**config.mk**
```make
export PLATFORM = sky130hd
export DESIGN_NAME = seq_shifter
export DESIGN_NICKNAME = d
export VERILOG_FILES = /design/src/rtl/shift_pkg.sv /design/src/rtl/seq_shifter.sv
export SDC_FILE = /design/constraint.sdc
export NUM_CORES = 1
export LEC_CHECK = 0
export CORE_MARGIN = 8
export CORE_UTILIZATION = 43
export CTS_CLUSTER_DIAMETER = 50
export DETAILED_ROUTE_END_ITERATION = 8
export PLACE_DENSITY = 0.76
export SLEW_MARGIN = 20
export SYNTH_ARGS = -nofsm -noshare
export SYNTH_HDL_FRONTEND = slang
export SYNTH_SLANG_ARGS = --single-unit
```
**constraint.sdc**
```tcl
create_clock -name clk -period 1.7 [get_ports clk]
set_clock_uncertainty 0.1 [all_clocks]
set_input_delay 0.17 -clock clk [delete_from_list [all_inputs] [get_ports clk]]
set_output_delay 0.17 -clock clk [all_outputs]
set_load 0.05 [all_outputs]
```
**src/rtl/shift_pkg.sv**
```systemverilog
// Shared encodings for the multi-cycle shifter: operation codes and FSM states.
package shift_pkg;

  // Shift operation select, as driven on the op port.
  typedef enum logic [1:0] {
    SH_SLL  = 2'b00,
    SH_SRL  = 2'b01,
    SH_SRA  = 2'b10,
    SH_PASS = 2'b11
  } shift_op_e;

  // Sequencer states.
  typedef enum logic [1:0] {
    IDLE  = 2'b00,
    SHIFT = 2'b01,
    DONE  = 2'b10
  } state_e;

endpackage

```
**src/rtl/seq_shifter.sv**
```systemverilog
// Bit-serial shifter: one bit position per clock. Supports sll, srl, sra and pass-through.
// result/carry track the working register and stay stable from DONE until the next accepted start.
module seq_shifter
  import shift_pkg::*;
#(
  parameter int DW  = 32,
  parameter int SHW = 5
) (
  input  logic           clk,
  input  logic           rst,
  input  logic           start,
  input  logic [1:0]     op,
  input  logic [DW-1:0]  data_in,
  input  logic [SHW-1:0] shamt,
  output logic [DW-1:0]  result,
  output logic           carry,
  output logic           busy,
  output logic           done
);

  state_e         state_q, state_d;
  shift_op_e      op_q, op_d;
  logic [DW-1:0]  work_q, work_d;
  logic           carry_q, carry_d;
  logic [SHW-1:0] cnt_q, cnt_d;

  // One-bit shift step; returns {shifted_out_bit, new_word}.
  function automatic logic [DW:0] shift_step(input shift_op_e sop, input logic [DW-1:0] w);
    logic [DW:0] r;
    case (sop)
      SH_SLL:  r = {w[DW-1], w[DW-2:0], 1'b0};
      SH_SRL:  r = {w[0], 1'b0, w[DW-1:1]};
      SH_SRA:  r = {w[0], w[DW-1], w[DW-1:1]};
      default: r = {1'b0, w};
    endcase
    return r;
  endfunction

  // Next-state and output decode; every target starts from its held value.
  always_comb begin
    state_d = state_q;
    op_d    = op_q;
    work_d  = work_q;
    carry_d = carry_q;
    cnt_d   = cnt_q;
    busy    = 1'b0;
    done    = 1'b0;
    case (state_q)
      IDLE: begin
        if (start) begin
          work_d  = data_in;
          cnt_d   = shamt;
          op_d    = shift_op_e'(op);
          carry_d = 1'b0;
          if (shamt == '0 || shift_op_e'(op) == SH_PASS) begin
            state_d = DONE;
          end else begin
            state_d = SHIFT;
          end
        end
      end
      SHIFT: begin
        busy = 1'b1;
        {carry_d, work_d} = shift_step(op_q, work_q);
        // Guarded so the counter can never wrap below zero.
        if (cnt_q != '0) begin
          cnt_d = cnt_q - SHW'(1);
        end
        if (cnt_q <= SHW'(1)) begin
          state_d = DONE;
        end
      end
      DONE: begin
        done    = 1'b1;
        state_d = IDLE;
      end
      default: begin
        state_d = IDLE;
      end
    endcase
  end

  // State and datapath registers; reset discards any in-flight operation at once.
  always_ff @(posedge clk or posedge rst) begin
    if (rst) begin
      state_q <= IDLE;
      op_q    <= SH_SLL;
      work_q  <= '0;
      carry_q <= 1'b0;
      cnt_q   <= '0;
    end else begin
      state_q <= state_d;
      op_q    <= op_d;
      work_q  <= work_d;
      carry_q <= carry_d;
      cnt_q   <= cnt_d;
    end
  end

  assign result = work_q;
  assign carry  = carry_q;

endmodule

```
==> flow_summary.json <==
{
  "finalCritPeriodShare_pct": 98.45,
  "die_area_mm2": 0.008942,
  "status": "finished clean",
  "h-tree-depth": 2,
  "period_minus_slack_ps": 1674,
  "io_buffers": 76,
  "cts_buffers": 5,
  "setup_violations": 0,
  "dr_total_vias": 2594,
  "synth_ff_type": "dfrtp_1",
  "cts_sinks": 42,
  "die_h_um": 94.56,
  "synth.cell_area_mm2": 0.002654,
  "gp_congestion": 0.8614,
  "drv_slew": 0,
  "wl_met3_um": 509,
  "antenna_found_initial": 0,
  "final_nets": 423,
  "nFillCells": 528,
  "wl_per_cell_um": 16.93,
  "wl_met1_mm": 3.320,
  "max_freq_mhz": 597.5,
  "grt_max_degree": 43,
  "wl_met2_mm": 3.812,
  "cp_max_fo": 6,
  "worst_r2r_path_depth": 6,
  "area_growth_pct": 38.10,
  "arrival_ps": 1750,
  "route.detailed.drc": 0,
  "via_per_inst": 5.701,
  "ff2ff_setup_slack_ps": 30,
  "diodes": 0,
  "core_area_mm2": 0.005956,
  "hold_buffers": 0,
  "cts_tree": "built",
  "ys.warnings.count": 0,
  "synth_top_area_share_pct": 39.60,
  "ys_types": 42,
  "multi_input_area_mm2": 0.001451,
  "routed_wl_mm": 7.703,
  "drt-pass1-iter-count": 4,
  "drive_gt1_share_pct": 21.84,
  "gr-total-overflow": 0,
  "yosysTopAreaCell": "dfrtp_1",
  "fp.dieW_um": 94.56,
  "rows": 28,
  "drt_iter0_markers": 142,
  "seq_area_mm2": 0.001055,
  "grt_pass1_vias": 2574,
  "worstPathRequired_ps": 1770,
  "top_layer": "met4",
  "clk_latency_ps": 290,
  "ant_nets": 0,
  "hold_viol": 0,
  "relSlewSlack_pct": 64.06,
  "cp_slowest_cell": "or4b_4",
  "synth_async_sr_flop_share_pct": 100.0,
  "grt_usage_pct": 17.20,
  "r2r-start": "cnt_q[0]",
  "clock-root-buffer": "clkbuf_8",
  "yosysMostFrequentCell": "o21ai_0",
  "hpwl_mm": 5.480,
  "ys_seq_area_share_pct": 39.60,
  "grt_setup_unrepaired": "true",
  "synth_seq_cells": 42,
  "worstMarginPinSlew_ps": 537.2,
  "critPathLaunch": "cnt_q[0]",
  "synthCells": 300,
  "cp-end-kind": "flip-flop",
  "path_clk_slew_ps": 80,
  "syn_avg_cell_area_um2": 8.846,
  "grt_pass1_wl_mm": 12.56,
  "final_util_pct": 61.53,
  "worstSetupStartpointType": "flip-flop",
  "max-cap-violations": 0,
  "cp_cell_sequence": "inv_2 > ha_4 > or4b_4 > a22oi_4 > or3_1 > a21oi_1",
  "synth_area_leaders": "dfrtp_1 (40%), o21ai_0 (12%), mux2i_1 (8.7%)",
  "clockBufferDepth": 2,
  "crit_type": "flip-flop to flip-flop",
  "pin_count": 77,
  "slowest_delay_ps": 460,
  "syn-num-nets": 344,
  "hp-class": "input port to asynchronous set/reset pin",
  "synth_edf_count": 0,
  "ys_top_cells_by_count": "o21ai_0 (62), dfrtp_1 (42), nand2_1 (38)",
  "initial_core_util_pct": 44.56
}
[logic make-up after synthesis]
| group | Yosys count | share of synthesized area [%] |
|---|---|---|
| AOI/OAI and AO/OA | 117 | 27.06 |
| and+or+nand+nor | 79 | 15.89 |
| DFF | 42 | 39.60 |
| buffers and inverters | 33 | 6.223 |
| muxes | 26 | 9.948 |
| adders and majority gates | 2 | 0.9428 |
| xor gates and xnor gates | 1 | 0.3301 |
[through the flow]
step / area, um^2 / std cells / worst slack, ps / TNS [ps] / hold slack, ps
after floorplan: 2654 / 300 / 13.52 / 0 / 208.5
after global placement: 3523 / 443 / 38.96 / 0 / 388.5
after detailed placement: 3523 / 443 / -77.11 / -429.8 / 401.9
after CTS: 3638 / 452 / 2.915 / 0 / 126.6
after global routing: 3665 / 455 / -41.88 / -57.50 / 135.5
final: 3665 / 455 / 26.30 / 0 / 117.5
[path summary, 6_finish.rpt]
kind,to
worst max-delay path,cnt_q[2]
worst min-delay path,result[16]
worst max register to register,cnt_q[2]
worst min register to register,carry
max in group asynchronous,op_q[1]
min in group clk,result[0]
[metal layers]
metal,vias to the layer above,GRT usage [%]
met5,-,0
met4,0,3.901
met3,4,4.286
met2,70,29.14
met1,1260,21.48
li1,1260,-
[repair_timing]
action / 4_1_cts / 5_1_grt
buffers inserted: 1 / 3
pin swaps: 2 / 3
endpoints found under the setup margin: 4 / 5
resized for setup: 6 / 2
[flip-flops by register name, summed over array words and instances (netlist names)]
signal	cells
result	32
cnt_q	5
op_q	2
state_q	2
carry	1
[cells in the final DEF, fill, tap and decap left out, types with 2 or more instances in the layout]
master / count
nor3_1: 2
o22ai_1: 2
buf_4: 50
inv_1: 2
o211ai_1: 19
nand3b_1: 20
o21ai_1: 5
dfrtp_1: 39
nor2_1: 8
clkdlybuf4s50_1: 41
a31oi_1: 3
nand3_1: 3
mux2i_1: 23
clkbuf_8: 6
inv_2: 2
a21oi_1: 9
mux2_2: 3
nand2_1: 38
o21ai_0: 62
buf_12: 8
dfrtp_2: 3
a221oi_1: 8
[cell type report]
type | count | share of cell area, %
multi-input cells | 225 | 39.60
flip-flops and latches | 42 | 28.78
repair buffers | 99 | 25.81
well taps | 75 | 2.561
clock buffers | 7 | 2.356
inverters | 6 | 0.7511
clock inverters | 1 | 0.1366
[critical path: cells and delay by family (launching register included)]
| family | cells | cell delay (ps) |
|---|---|---|
| buffers and inverters | 1 | 90 |
| AOI/OAI and AO/OA | 2 | 250 |
| DFF | 1 | 400 |
| adders and majority gates | 1 | 120 |
| and+or+nand+nor | 2 | 600 |
Power is left out: the tool's default activity adds up to more than one toggle a clock period on the data nets, which glitch-free logic cannot reach.
